$ cat config.mk
export PLATFORM = sky130hd
export DESIGN_NAME = linebuf_fetch_ctrl
export DESIGN_NICKNAME = d
export VERILOG_FILES = /design/src/rtl/linebuf_fetch_ctrl_pkg.sv /design/src/rtl/linebuf_fetch_ctrl_iscachable.sv /design/src/rtl/linebuf_fetch_ctrl.sv
export SDC_FILE = /design/constraint.sdc
export NUM_CORES = 1
export LEC_CHECK = 0
export ABC_AREA = 0
export BUFFER_PORTS_ARGS = -buffer_cell sky130_fd_sc_hd__clkbuf_2
export CAP_MARGIN = 10
export CORE_UTILIZATION = 55
export CTS_BUF_LIST = sky130_fd_sc_hd__clkbuf_8
export DETAILED_ROUTE_END_ITERATION = 6
export PLACE_DENSITY = 0.77
export SLEW_MARGIN = 20
export SYNTH_ARGS = -nofsm -noshare
export SYNTH_HDL_FRONTEND = slang
export SYNTH_SLANG_ARGS = --single-unit
$ cat constraint.sdc
create_clock -name i_clk -period 10.7 [get_ports i_clk]
set_input_delay 1.07 -clock i_clk [delete_from_list [all_inputs] [get_ports i_clk]]
set_output_delay 1.07 -clock i_clk [all_outputs]
set_load 0.02 [all_outputs]
$ cat src/rtl/linebuf_fetch_ctrl_pkg.sv
// Shared types for linebuf_fetch_ctrl: sequencer states and line geometry helper.
package linebuf_fetch_ctrl_pkg;

  typedef enum logic [1:0] {
    IDLE   = 2'd0,
    SINGLE = 2'd1,
    FILL   = 2'd2
  } state_t;

  function automatic int unsigned line_words(input int unsigned lgline);
    return 32'd1 << lgline;
  endfunction

endpackage

$ cat src/rtl/linebuf_fetch_ctrl_iscachable.sv
// iscachable: combinational region decode; an address is cachable if it falls in
// any of the SDRAM, block RAM or flash windows.
module iscachable #(
  parameter int            AW         = 28,
  parameter logic [AW-1:0] SDRAM_ADDR = 28'h200_0000,
  parameter logic [AW-1:0] SDRAM_MASK = 28'h200_0000,
  parameter logic [AW-1:0] BKRAM_ADDR = 28'h400_0000,
  parameter logic [AW-1:0] BKRAM_MASK = 28'h440_0000,
  parameter logic [AW-1:0] FLASH_ADDR = 28'h200_0000,
  parameter logic [AW-1:0] FLASH_MASK = 28'h200_0000
) (
  input  logic [AW-1:0] i_addr,
  output logic          o_cachable
);

  always_comb begin
    o_cachable = ((i_addr & SDRAM_MASK) == SDRAM_ADDR)
              || ((i_addr & BKRAM_MASK) == BKRAM_ADDR)
              || ((i_addr & FLASH_MASK) == FLASH_ADDR);
  end

endmodule

$ cat src/rtl/linebuf_fetch_ctrl.sv
// linebuf_fetch_ctrl: single-line read buffer and Wishbone pipelined sequencer.
// Define EARLY_RETURN_EN to return the requested word on its own fill ack.
module linebuf_fetch_ctrl
  import linebuf_fetch_ctrl_pkg::*;
#(
  parameter int            AW         = 28,
  parameter int            DW         = 32,
  parameter int            LGLINE     = 3,
  parameter logic [AW-1:0] SDRAM_ADDR = 28'h200_0000,
  parameter logic [AW-1:0] SDRAM_MASK = 28'h200_0000,
  parameter logic [AW-1:0] BKRAM_ADDR = 28'h400_0000,
  parameter logic [AW-1:0] BKRAM_MASK = 28'h440_0000,
  parameter logic [AW-1:0] FLASH_ADDR = 28'h200_0000,
  parameter logic [AW-1:0] FLASH_MASK = 28'h200_0000
) (
  input  logic            i_clk,
  input  logic            i_reset_n,
  input  logic            i_clear,
  input  logic            i_stb,
  input  logic            i_we,
  input  logic [AW-1:0]   i_addr,
  input  logic [DW-1:0]   i_data,
  input  logic [DW/8-1:0] i_sel,
  output logic            o_busy,
  output logic            o_valid,
  output logic            o_err,
  output logic [DW-1:0]   o_data,
  output logic            o_wb_cyc,
  output logic            o_wb_stb,
  output logic            o_wb_we,
  output logic [AW-1:0]   o_wb_addr,
  output logic [DW-1:0]   o_wb_data,
  output logic [DW/8-1:0] o_wb_sel,
  input  logic            i_wb_stall,
  input  logic            i_wb_ack,
  input  logic            i_wb_err,
  input  logic [DW-1:0]   i_wb_data
);

  localparam int unsigned     LINE = line_words(LGLINE);
  localparam int              TW   = AW - LGLINE;
  localparam logic [LGLINE:0] LAST = (LGLINE+1)'(LINE - 1);

  state_t            state, state_next;
  logic              line_valid, discard, stb, cachable, hit, fill_done;
  logic [TW-1:0]     line_tag, req_tag;
  logic [LGLINE-1:0] req_idx;
  logic [LGLINE:0]   stb_count, ack_count;
  logic [DW-1:0]     line_buf [LINE];

  iscachable #(
    .AW(AW),
    .SDRAM_ADDR(SDRAM_ADDR), .SDRAM_MASK(SDRAM_MASK),
    .BKRAM_ADDR(BKRAM_ADDR), .BKRAM_MASK(BKRAM_MASK),
    .FLASH_ADDR(FLASH_ADDR), .FLASH_MASK(FLASH_MASK)
  ) u_iscachable (
    .i_addr    (i_addr),
    .o_cachable(cachable)
  );

  always_comb begin
    req_tag   = i_addr[AW-1:LGLINE];
    hit       = line_valid && (req_tag == line_tag) && cachable && !i_we;
    fill_done = (state == FILL) && i_wb_ack && !i_wb_err && (ack_count == LAST);
  end

  always_ff @(posedge i_clk or negedge i_reset_n) begin
    if (!i_reset_n) state <= IDLE;
    else            state <= state_next;
  end

  always_comb begin
    state_next = state;
    case (state)
      IDLE:    if (i_stb && !hit) state_next = (cachable && !i_we) ? FILL : SINGLE;
      SINGLE:  if (i_wb_err || i_wb_ack) state_next = IDLE;
      FILL:    if (i_wb_err || fill_done) state_next = IDLE;
      default: state_next = IDLE;
    endcase
  end

  // cyc follows the state register so an async reset drops it at once
  always_comb begin
    o_busy   = (state != IDLE);
    o_wb_cyc = (state != IDLE);
    o_wb_stb = stb;
  end

  always_ff @(posedge i_clk or negedge i_reset_n) begin
    if (!i_reset_n) begin
      o_valid    <= 1'b0;
      o_err      <= 1'b0;
      o_data     <= '0;
      o_wb_we    <= 1'b0;
      o_wb_addr  <= '0;
      o_wb_data  <= '0;
      o_wb_sel   <= '0;
      stb        <= 1'b0;
      line_valid <= 1'b0;
      discard    <= 1'b0;
      line_tag   <= '0;
      req_idx    <= '0;
      stb_count  <= '0;
      ack_count  <= '0;
    end else begin
      o_valid <= 1'b0;
      o_err   <= 1'b0;
      case (state)
        IDLE: begin
          if (i_clear) line_valid <= 1'b0;
          if (i_stb) begin
            if (hit) begin
              o_valid <= 1'b1;
              o_data  <= line_buf[i_addr[LGLINE-1:0]];
            end else if (cachable && !i_we) begin
              line_valid <= 1'b0;
              discard    <= i_clear;
              line_tag   <= req_tag;
              req_idx    <= i_addr[LGLINE-1:0];
              o_wb_addr  <= {req_tag, {LGLINE{1'b0}}};
              o_wb_we    <= 1'b0;
              o_wb_sel   <= '1;
              stb        <= 1'b1;
              stb_count  <= '0;
              ack_count  <= '0;
            end else begin
              o_wb_addr <= i_addr;
              o_wb_we   <= i_we;
              o_wb_data <= i_data;
              o_wb_sel  <= i_sel;
              stb       <= 1'b1;
              if (i_we && (req_tag == line_tag)) line_valid <= 1'b0;
            end
          end
        end
        SINGLE: begin
          if (i_clear) line_valid <= 1'b0;
          if (!i_wb_stall) stb <= 1'b0;
          if (i_wb_err) begin
            stb        <= 1'b0;
            o_err      <= 1'b1;
            line_valid <= 1'b0;
          end else if (i_wb_ack) begin
            stb     <= 1'b0;
            o_valid <= 1'b1;
            if (!o_wb_we) o_data <= i_wb_data;
          end
        end
        FILL: begin
          if (i_clear) discard <= 1'b1;
          if (stb && !i_wb_stall) begin
            o_wb_addr <= o_wb_addr + 1'b1;
            stb_count <= stb_count + 1'b1;
            if (stb_count == LAST) stb <= 1'b0;
          end
          if (i_wb_err) begin
            stb        <= 1'b0;
            o_err      <= 1'b1;
            line_valid <= 1'b0;
          end else if (i_wb_ack) begin
            ack_count <= ack_count + 1'b1;
`ifdef EARLY_RETURN_EN
            if (ack_count[LGLINE-1:0] == req_idx) begin
              o_valid <= 1'b1;
              o_data  <= i_wb_data;
            end
            if (fill_done) line_valid <= !discard && !i_clear;
`else
            // requested word may be the one arriving on this final ack
            if (fill_done) begin
              line_valid <= !discard && !i_clear;
              o_valid    <= 1'b1;
              o_data     <= (ack_count[LGLINE-1:0] == req_idx) ? i_wb_data
                                                               : line_buf[req_idx];
            end
`endif
          end
        end
        default: stb <= 1'b0;
      endcase
    end
  end

  always_ff @(posedge i_clk) begin
    if ((state == FILL) && i_wb_ack && !i_wb_err)
      line_buf[ack_count[LGLINE-1:0]] <= i_wb_data;
  end

`ifdef FORMAL
  always_ff @(posedge i_clk) begin
    if (i_reset_n && o_busy) assert (!i_stb);
  end
`endif

endmodule

==> metrics <==
cts bufs inserted 66; pin slew with the least headroom to its limit 1.08 ns; Sw Share 36.5%; routability cong. between 0.8 and 0.9; GR Overflow Total 0; CTS Hold Buffers Added 0; Starting DRT DRC Count between 1k and 1.5k; status complete, no violations; Die Area 34800 um2; crit share post-route 33.8%; detailed placer's ending HPWL 25400 um; Max Clock Freq 277 MHz; Slew HR 28.1%; Wirelength per Cell 23.2 um; Synth Warn # 0; Final setup viols 0; FP Rows 67; Reg power frac 38.5%; area post-placement slightly above 20000 um2; maxcap violations 0; worst min path class reg2reg; fin area 21600 um2; Cell Area, Synth between 15000 and 20000 um2; Final Skew approximately 0.034 ns; Crit Path Max Fanout 28; min-delay src o_wb_data[8]; final-stage net count 1500; area grow syn2layout 14.9%; asr flop ratio synth 35.4%; Port-buffer cells about 210; Critical path origin i_addr[11]; crit path kind in2reg; first drt pass iteration count 6; antenna violations before repair 5; fraction of final layout cells sized beyond drive strength 1 a little over a third; CTS tree built; fin cells 1892; WP data arrival slightly above 4 ns; Post-CTS Setup Bufs 0; worst-case vdd ir drop between 0.2 and 0.25 mV; FF-to-FF Start state[0]; Post-Syn Nets 1286; CTS root buf clkbuf_8; Clock power frac 23.6%; P_sw between 2 and 2.5 mW; Starting Density 55.9%; clock tree sinks between 300 and 400; Post-CTS Resized 0; Post-synth EDFFs 256; die height around 190 um; Cell Pwr Density 256 nW/um2; Antenna Violating Nets Remaining 0; Comb power frac 37.9%; largest net degree at the start of global routing 92; final hold violation count 0; Mapped Avg Cell Area ~16 um2; CP Launch Type input port; Gate Count Post-Synth 1175; Detailed Route WL 43900 um; CP endpoint kind flop; Placed Cells incl. Taps between 1.5k and 2k; P_int approximately 3.5 mW; DRC viols 0; clock slew at reported path FFs 0.06 ns; Seq/Total Area, Yosys between 50% and 60%; vias post-DR 11.9k; max-slew violations 0; CP required between 10 and 15 ns; first-pass GRT wire length around 69000 um; io pins slightly above 200; vias per cell 6.29; Leak 8.22 nW; setup TNS 0 ns; worst skew pair latency ~0.6 ns; min Tclk post-route around 3.6 ns; Most used DFF post-synth edfxtp_1; Core ar. 33500 um2; Distinct cells, synth 60; DIE WIDTH 187 um; H-tree depth 3; Total Routing Usage GR 25.7%; RSZ-0062 raised after global routing no; number of global-route vias before repair around 12k; flops & latches, synth 396; Bufs on Longest Clock Path 3
-- Yosys cell counts, types with 8 or more instances --
| cell type | n | area [um2] |
|---|---|---|
| a21oi_1 | 42 | 210 |
| a31oi_1 | 12 | 75.1 |
| a41oi_1 | 10 | 87.6 |
| and3_1 | 8 | 50.1 |
| buf_1 | 10 | 37.5 |
| buf_2 | 21 | 105 |
| clkbuf_1 | 44 | 165 |
| dfrtp_1 | 140 | 3500 |
| edfxtp_1 | 256 | 7690 |
| inv_1 | 18 | 67.6 |
| mux2_1 | 55 | 619 |
| mux2_2 | 20 | 225 |
| mux2_4 | 20 | 300 |
| mux2i_1 | 65 | 651 |
| mux4_2 | 128 | 2880 |
| nand2_1 | 60 | 225 |
| nand3_1 | 17 | 85.1 |
| nand4_1 | 9 | 56.3 |
| nor2_1 | 47 | 176 |
| nor3_1 | 15 | 75.1 |
| o21ai_0 | 8 | 40.0 |
| o221ai_1 | 31 | 272 |
| o22a_1 | 27 | 236 |
| xnor2_1 | 11 | 96.3 |
| xor2_1 | 17 | 149 |
-- power groups by stage --
| stage | Combinational, mW | Clock [mW] | Sequential (mW) |
|---|---|---|---|
| 4_1_cts | 2.11 | 1.33 | 2.13 |
| 3_3_place_gp | 2.05 | 0 | 2.14 |
| 5_1_grt | 2.25 | 1.40 | 2.17 |
| 2_1_floorplan | 1.30 | 0 | 2.33 |
| 6_report | 2.10 | 1.30 | 2.13 |
| 3_5_place_dp | 2.10 | 0 | 2.16 |
-- stage by stage --
stage	power (mW)	util (%)	worst slack, ns	hold WS [ns]
final	5.53	64.3	7.09	0.486
after floorplan	3.63	-	6.39	0.481
after global routing	5.81	64.3	6.86	0.499
after global placement	4.20	60.3	6.64	0.466
after CTS	5.57	64.3	7.14	0.490
after detailed placement	4.25	60.3	6.58	0.478
-- cells by family (layout without fill, tap and decap cells) --
family | Yosys count | after routing | synth area share [%]
other cells | 0 | 2 | 0
compound gates | 170 | 170 | 6.51
flops | 396 | 396 | 59.7
mux | 288 | 288 | 24.9
simple gates | 187 | 187 | 4.76
fa+ha+maj | 7 | 7 | 0.467
xor+xnor | 28 | 28 | 1.31
buf+inv | 99 | 366 | 2.34
-- worst paths after layout --
kind | endpoint | slack [ns] | cells past startpoint
worst max-delay path | line_tag[1] | 7.09 | 7
worst min-delay path | o_wb_data[8] | 0.49 | 1
worst max register to register | line_buf[0][13] | 7.11 | 7
worst min register to register | o_wb_data[8] | 0.49 | 1
max in group asynchronous | o_data[8] | 8.79 | 2
min in group asynchronous | o_wb_addr[19] | 0.50 | 1
-- cells in the final DEF (no fill, tap or decap), types with 7 or more instances in the layout --
cell      synthesis  routed
inv_1            18      42
nand2b_1          7       7
mux2_2           20      20
mux2_4           20      20
nand4_1           9       9
mux4_2          128     128
o22a_1           27      27
and3_1            8       8
edfxtp_1        256     256
a21oi_1          42      42
mux2i_1          65      65
a31oi_1          12      12
nor2_1           47      40
dfrtp_1         140     137
nand3_1          17      17
nand2_1          60      60
o21ai_0           8       8
clkbuf_8          0      83
clkinv_2          0       9
xnor2_1          11      11
xor2_1           17      17
a41oi_1          10      10
buf_4             3      23
clkbuf_2          0     203
mux2_1           55      55
nor3_1           15      13
o221ai_1         31      31
-- worst max-delay path, cell delays in order --
cell and delay [ns]:
clkbuf_2 0.11, xor2_1 0.16, nor4_1 0.46, and4_1 0.35, and4_1 0.65, or2_2 0.85
mux2_1 0.39
-- routing by layer --
layer | wire length (um) | part of all wire (%) | track usage [%]
met1 | 17800 | 41 | 35.0
met2 | 21100 | 48 | 41.6
met3 | 3860 | 8.8 | 5.47
met4 | 1150 | 2.6 | 8.64
met5 | 31 | 0.071 | 0
-- sequential cells by signal, indices dropped and copies added, names as in the netlist --
register	count
o_wb_stb	1
line_valid	1
o_wb_data	32
o_data	32
state	2
discard	1
stb_count	4
o_wb_we	1
o_wb_sel	4
line_tag	25
line_buf	256
o_wb_addr	28
o_valid	1
o_err	1
ack_count	4
req_idx	3
-- final cells by class --
cell class	instances	area, um2
Clock buffer	83	1140
Timing Repair Buffer	227	1200
Fill cell	2406	12000
Tap cell	448	561
Clock inverter	38	174
Sequential cell	396	11200
Antenna cell	2	5.00
Multi-Input combinational cell	680	7210
Inverter	18	67.6
Note: power is estimated with default switching activity, not from simulation.
